[src/rtl/ifetch_queue.sv]
// rtl/ifetch_queue.sv - in-order instruction prefetch queue between PC generation and decode
// Grants allocate a ring slot, in-order read responses fill it, decode pops it; Flush drops in-flight reads.
module ifetch_queue #(
   parameter int DEPTH = 4,
   parameter int XLEN  = 32
) (
   input  logic            clk,
   input  logic            reset,
   input  logic            ReqValid,
   input  logic [XLEN-1:0] ReqPC,
   output logic            ReqReady,
   output logic            MemReq,
   output logic [XLEN-1:0] MemAdr,
   input  logic            MemGnt,
   input  logic            MemRValid,
   input  logic [XLEN-1:0] MemRData,
   input  logic            MemRErr,
   input  logic            Flush,
   output logic            InstrValid,
   output logic [XLEN-1:0] Instr,
   output logic [XLEN-1:0] InstrPC,
   output logic            InstrFault,
   input  logic            InstrReady
);

   localparam int AW = $clog2(DEPTH);
   localparam int PW = AW + 1;
   localparam logic [PW:0]   C_DEPTH = (PW+1)'(DEPTH);
   localparam logic [PW-1:0] C_ONE   = PW'(1);

   logic [PW-1:0]   r_alloc;
   logic [PW-1:0]   r_fill;
   logic [PW-1:0]   r_head;
   logic [PW-1:0]   r_drop;
   logic [XLEN-1:0] r_pc    [DEPTH];
   logic [XLEN-1:0] r_instr [DEPTH];
   logic [DEPTH-1:0] r_fault;
   logic [DEPTH-1:0] r_filled;

   logic [PW-1:0] w_count;
   logic [PW-1:0] w_outstanding;
   logic [PW:0]   w_budget;
   logic [PW-1:0] w_drop_sum;
   logic [PW-1:0] w_drop_flush;
   logic          w_credit;
   logic          w_grant;
   logic          w_pop;
   logic          w_rsp_drop;
   logic          w_rsp_keep;
   logic [AW-1:0] w_alloc_idx;
   logic [AW-1:0] w_fill_idx;
   logic [AW-1:0] w_head_idx;

   assign w_alloc_idx   = r_alloc[AW-1:0];
   assign w_fill_idx    = r_fill[AW-1:0];
   assign w_head_idx    = r_head[AW-1:0];
   assign w_count       = r_alloc - r_head;
   assign w_outstanding = r_alloc - r_fill;

   // Reads already abandoned by a flush still occupy imem, so they count against credit.
   assign w_budget = {1'b0, w_count} + {1'b0, r_drop};
   assign w_credit = reset && !Flush && (w_budget < C_DEPTH);

   assign MemReq   = ReqValid && w_credit;
   assign MemAdr   = {ReqPC[XLEN-1:2], 2'b00};
   assign ReqReady = MemReq && MemGnt;
   assign w_grant  = ReqReady;

   assign w_rsp_drop = MemRValid && (r_drop != '0);
   assign w_rsp_keep = MemRValid && (r_drop == '0) && (w_outstanding != '0);

   // A response arriving in the flush cycle retires one of the reads being dropped.
   assign w_drop_sum   = r_drop + w_outstanding;
   assign w_drop_flush = (MemRValid && (w_drop_sum != '0)) ? (w_drop_sum - C_ONE) : w_drop_sum;

   assign InstrValid = reset && !Flush && (w_count != '0) && r_filled[w_head_idx];
   assign Instr      = r_instr[w_head_idx];
   assign InstrPC    = r_pc[w_head_idx];
   assign InstrFault = r_fault[w_head_idx];
   assign w_pop      = InstrValid && InstrReady;

   always_ff @(posedge clk) begin
      if (!reset) begin
         r_alloc  <= '0;
         r_fill   <= '0;
         r_head   <= '0;
         r_drop   <= '0;
         r_fault  <= '0;
         r_filled <= '0;
         for (int i = 0; i < DEPTH; i++) begin
            r_pc[i]    <= '0;
            r_instr[i] <= '0;
         end
      end else if (Flush) begin
         r_alloc  <= '0;
         r_fill   <= '0;
         r_head   <= '0;
         r_drop   <= w_drop_flush;
         r_filled <= '0;
      end else begin
         if (w_grant) begin
            r_pc[w_alloc_idx]     <= ReqPC;
            r_filled[w_alloc_idx] <= 1'b0;
            r_alloc               <= r_alloc + C_ONE;
         end
         if (w_rsp_drop) begin
            r_drop <= r_drop - C_ONE;
         end
         if (w_rsp_keep) begin
            r_instr[w_fill_idx]  <= MemRData;
            r_fault[w_fill_idx]  <= MemRErr;
            r_filled[w_fill_idx] <= 1'b1;
            r_fill               <= r_fill + C_ONE;
         end
         if (w_pop) begin
            r_head <= r_head + C_ONE;
         end
      end
   end

endmodule
[config.mk]
export PLATFORM = sky130hd
export DESIGN_NAME = ifetch_queue
export DESIGN_NICKNAME = d
export VERILOG_FILES = /design/src/rtl/ifetch_queue.sv
export SDC_FILE = /design/constraint.sdc
export NUM_CORES = 1
export LEC_CHECK = 0
export BUFFER_PORTS_ARGS = -buffer_cell sky130_fd_sc_hd__buf_2
export CELL_PAD_IN_SITES_DETAIL_PLACEMENT = 1
export CELL_PAD_IN_SITES_GLOBAL_PLACEMENT = 1
export CORE_MARGIN = 2
export CORE_UTILIZATION = 48
export DETAILED_ROUTE_END_ITERATION = 10
export HOLD_SLACK_MARGIN = 0.1
export PLACE_DENSITY_LB_ADDON = 0.08
export SETUP_SLACK_MARGIN = 0.02
export SLEW_MARGIN = 40
export SYNTH_ARGS = -nofsm -noshare
export SYNTH_HDL_FRONTEND = slang
export SYNTH_SLANG_ARGS = --single-unit
[constraint.sdc]
create_clock -name clk -period 6.8 [get_ports clk]
set_input_delay 1.36 -clock clk [delete_from_list [all_inputs] [get_ports clk]]
set_output_delay 1.36 -clock clk [all_outputs]
set_load 0.01 [all_outputs]
==> out/summary.txt <==
================================================================================
PD cells                                                             259 nW/um^2
Average cell area after synthesis                                     15.7 sq um
CP Data Required Time                                                    5.44 ns
Library cell with the largest summed area after synthesis               edfxtp_1
Dominant register cell in the synthesized netlist                       edfxtp_1
Worst path cell trace                                               inv_1 > ha_1 > inv_1 > fa_1 > xnor3_1 > ha_1 > or4b_4 > nor4b_4 > buf_4 > buf_2
Least-Margin Pin Slew                                                   0.690 ns
Buffers and inverters on the worst path                                        4
Number of DRC violations after detailed-routing iteration 0                  444
H-tree levels                                                                  1
Routed wire length                                                      29600 um
Routed wire length on met3                                               1470 um
Leakage power                                                            5.80 nW
Final weighted congestion in routability-driven placement                  0.844
Wire length of the first global-routing pass                            46000 um
Sum of negative setup slack                                                 0 ns
Routed via count                                                            7154
Kind of path behind the tightest hold check                              reg2reg
Worst IR Drop VDD                                                     0.000177 V
FMAX                                                                     189 MHz
Highest metal layer with signal wires                                       met5
Die span in x                                                             167 um
Grt total ovfl                                                                 0
Status                                                              finished clean
Final worst path period share                                              77.9%
Netlist Area Pre-Place                                               12800 sq um
Post-DR vias/cell                                                           5.46
Hold buffers post-CTS                                                          0
Post-synthesis register bit count                                            278
Delay of the slowest cell on the worst path                              0.61 ns
Row count                                                                     59
Setup violators final                                                          0
Yosys synthesis warning count                                                  0
Total routing resource utilization after global routing                    21.3%
Total power draw                                                         3.81 mW
Number of port buffers                                                       169
NumNets Final                                                               1043
Number of enable-type register cells in the synthesized netlist              256
Share of cells above drive strength 1                                      32.2%
Crit-path leading delay family                                      buffers and inverters
Die span in y                                                             167 um
Clock sinks                                                                  278
Fin. Hold Viols                                                                0
Fin util                                                                   56.4%
Number of maximum-capacitance constraint violations                            0
Vias in the first global route                                              8039
Number of buffers inserted to repair setup after CTS                           0
Number of clock buffers inserted by TritonCTS                                 31
Share of the yosys chip area belonging to registers                        63.6%
Count leader, synth                                                     edfxtp_1
Most instantiated cells after synthesis                             256 x edfxtp_1, 224 x and2_1, 66 x mux4_2
Clk_lat worst skew                                                       0.54 ns
Tightest slew margin relative to the limit                                 54.0%
Kind of start point of the critical path                                    flop
Worst setup path category                                                reg2out
Io pins                                                                      172
Total core area                                                      26100 sq um
Top cells by area in the synthesized netlist                        edfxtp_1 60%, mux4_2 12%, and2_1 11%, dfxtp_1 3.4%, buf_4 2.2%
Post-detail-place hpwl                                                  18200 um
Total die area                                                       27900 sq um
Number of design rule violations left after detail routing                     0
Avg WL per Cell                                                          22.6 um
Post-detailed-route count of antenna-violating nets                            0
Number of resized instances in the post-cts repair step                        0
Maximum clock insertion buffer count                                           3
Share of flip-flops with an asynchronous set or reset                         0%
Max-slew violation count                                                       0
Number of antenna violations at the first check in global routing              3
Clock transition at the registers of the reported paths                  0.06 ns
Largest net degree at the start of global routing                             77
Pre-antenna DRT Iters                                                          4
# fillers                                                                   2493
Worst-case clock skew                                                  0.0171 ns
Setup repair after global routing missed its margin                        false
Crit path time final                                                     5.29 ns
Syn Inst Count                                                               815
Number of distinct library cells after synthesis                              49
Effective utilization at floorplan                                         49.0%
Cell type of the slowest stage on the worst timing path                    buf_4
CTS tree                                                                   built
Area growth from synthesis to final layout                                 15.1%
Maximum net fanout on the critical path                                       76
Critical path data arrival time                                          3.93 ns
Critical Path End Type                                               output port
Root buf cell                                                          clkbuf_16
Wire length the detailed router placed on met1                          11900 um
Share of the synthesized area in the top cell type                         60.2%
Wire length on met2                                                     15700 um
Worst hold slack across all endpoints                                   0.490 ns
================================================================================
## cells in the final DEF, fill, tap and decap left out, types with 5 or more instances in the layout
cell type	n
mux4_2	66
xnor2_1	5
and3_1	35
clkbuf_16	31
nand2b_1	5
buf_2	169
clkbuf_1	10
buf_4	10
nand3b_1	5
and2_1	224
dfxtp_1	20
inv_1	14
edfxtp_1	256
ha_1	18
mux2i_1	8
clkinv_2	8
clkbuf_8	5
nand2_1	22
## per-layer routing
metal	up-vias	track usage, %
met5	-	0
met4	4	4.99
met3	48	3.36
met2	183	38.4
met1	3681	27.3
li1	3238	-
## registers in the layout (all words and copies together) (netlist names), named ones only
register  count
r_pc        128
r_filled      4
r_fault       4
r_drop        3
r_head        3
r_alloc       3
r_instr     128
r_fill        3
## power breakdown
group,switching [mW],internal (mW)
Sequential,0.0293,1.94
Clock,0.657,0.893
Combinational,0.176,0.114
## cell type report
class,count,area [sq um],area share (%)
Antenna cell,1,2.50,0.0170
Clock buffer,46,882,6.00
Clock inverter,11,63.8,0.434
Inverter,14,52.6,0.357
Multi-Input combinational cell,443,4160,28.3
Sequential cell,278,8140,55.3
Tap cell,335,419,2.85
Timing Repair Buffer,182,981,6.67
## stage by stage
step | setup slack [ns] | area [sq um] | instances
CTS | 1.49 | 14700 | 1309
global route | 1.28 | 14700 | 1310
detailed placement | 1.80 | 13800 | 1252
finish | 1.51 | 14700 | 1310
global placement | 2.03 | 13700 | 1249
floorplan | 1.33 | 12800 | 816
## logic make-up after synthesis
group	share of synthesized area [%]
compound gates	1.53
xor+xnor	0.774
fa+ha+maj	2.23
buf+inv	4.36
flops	63.6
mux	12.3
other cells	0.0294
simple gates	15.2
## worst paths after layout
path                            startpoint           to  slack [ns]  depth (start not counted)
worst max register to register  r_alloc[0]  r_pc[2][12]        2.31                         12
worst min-delay path            r_fault[0]   r_fault[0]        0.49                          2
worst min register to register  r_fault[0]   r_fault[0]        0.49                          2
worst max-delay path            r_alloc[0]     ReqReady        1.51                         10
## worst register-to-register path: cells and delay by family (launching register included)
kind | cells | cell delay, ns
buf+inv | 4 | 1.31
simple gates | 3 | 1.00
fa+ha+maj | 3 | 0.87
flops | 1 | 0.36
compound gates | 1 | 0.33
xor+xnor | 1 | 0.25
No activity file was read; power rests on OpenSTA's default activity.
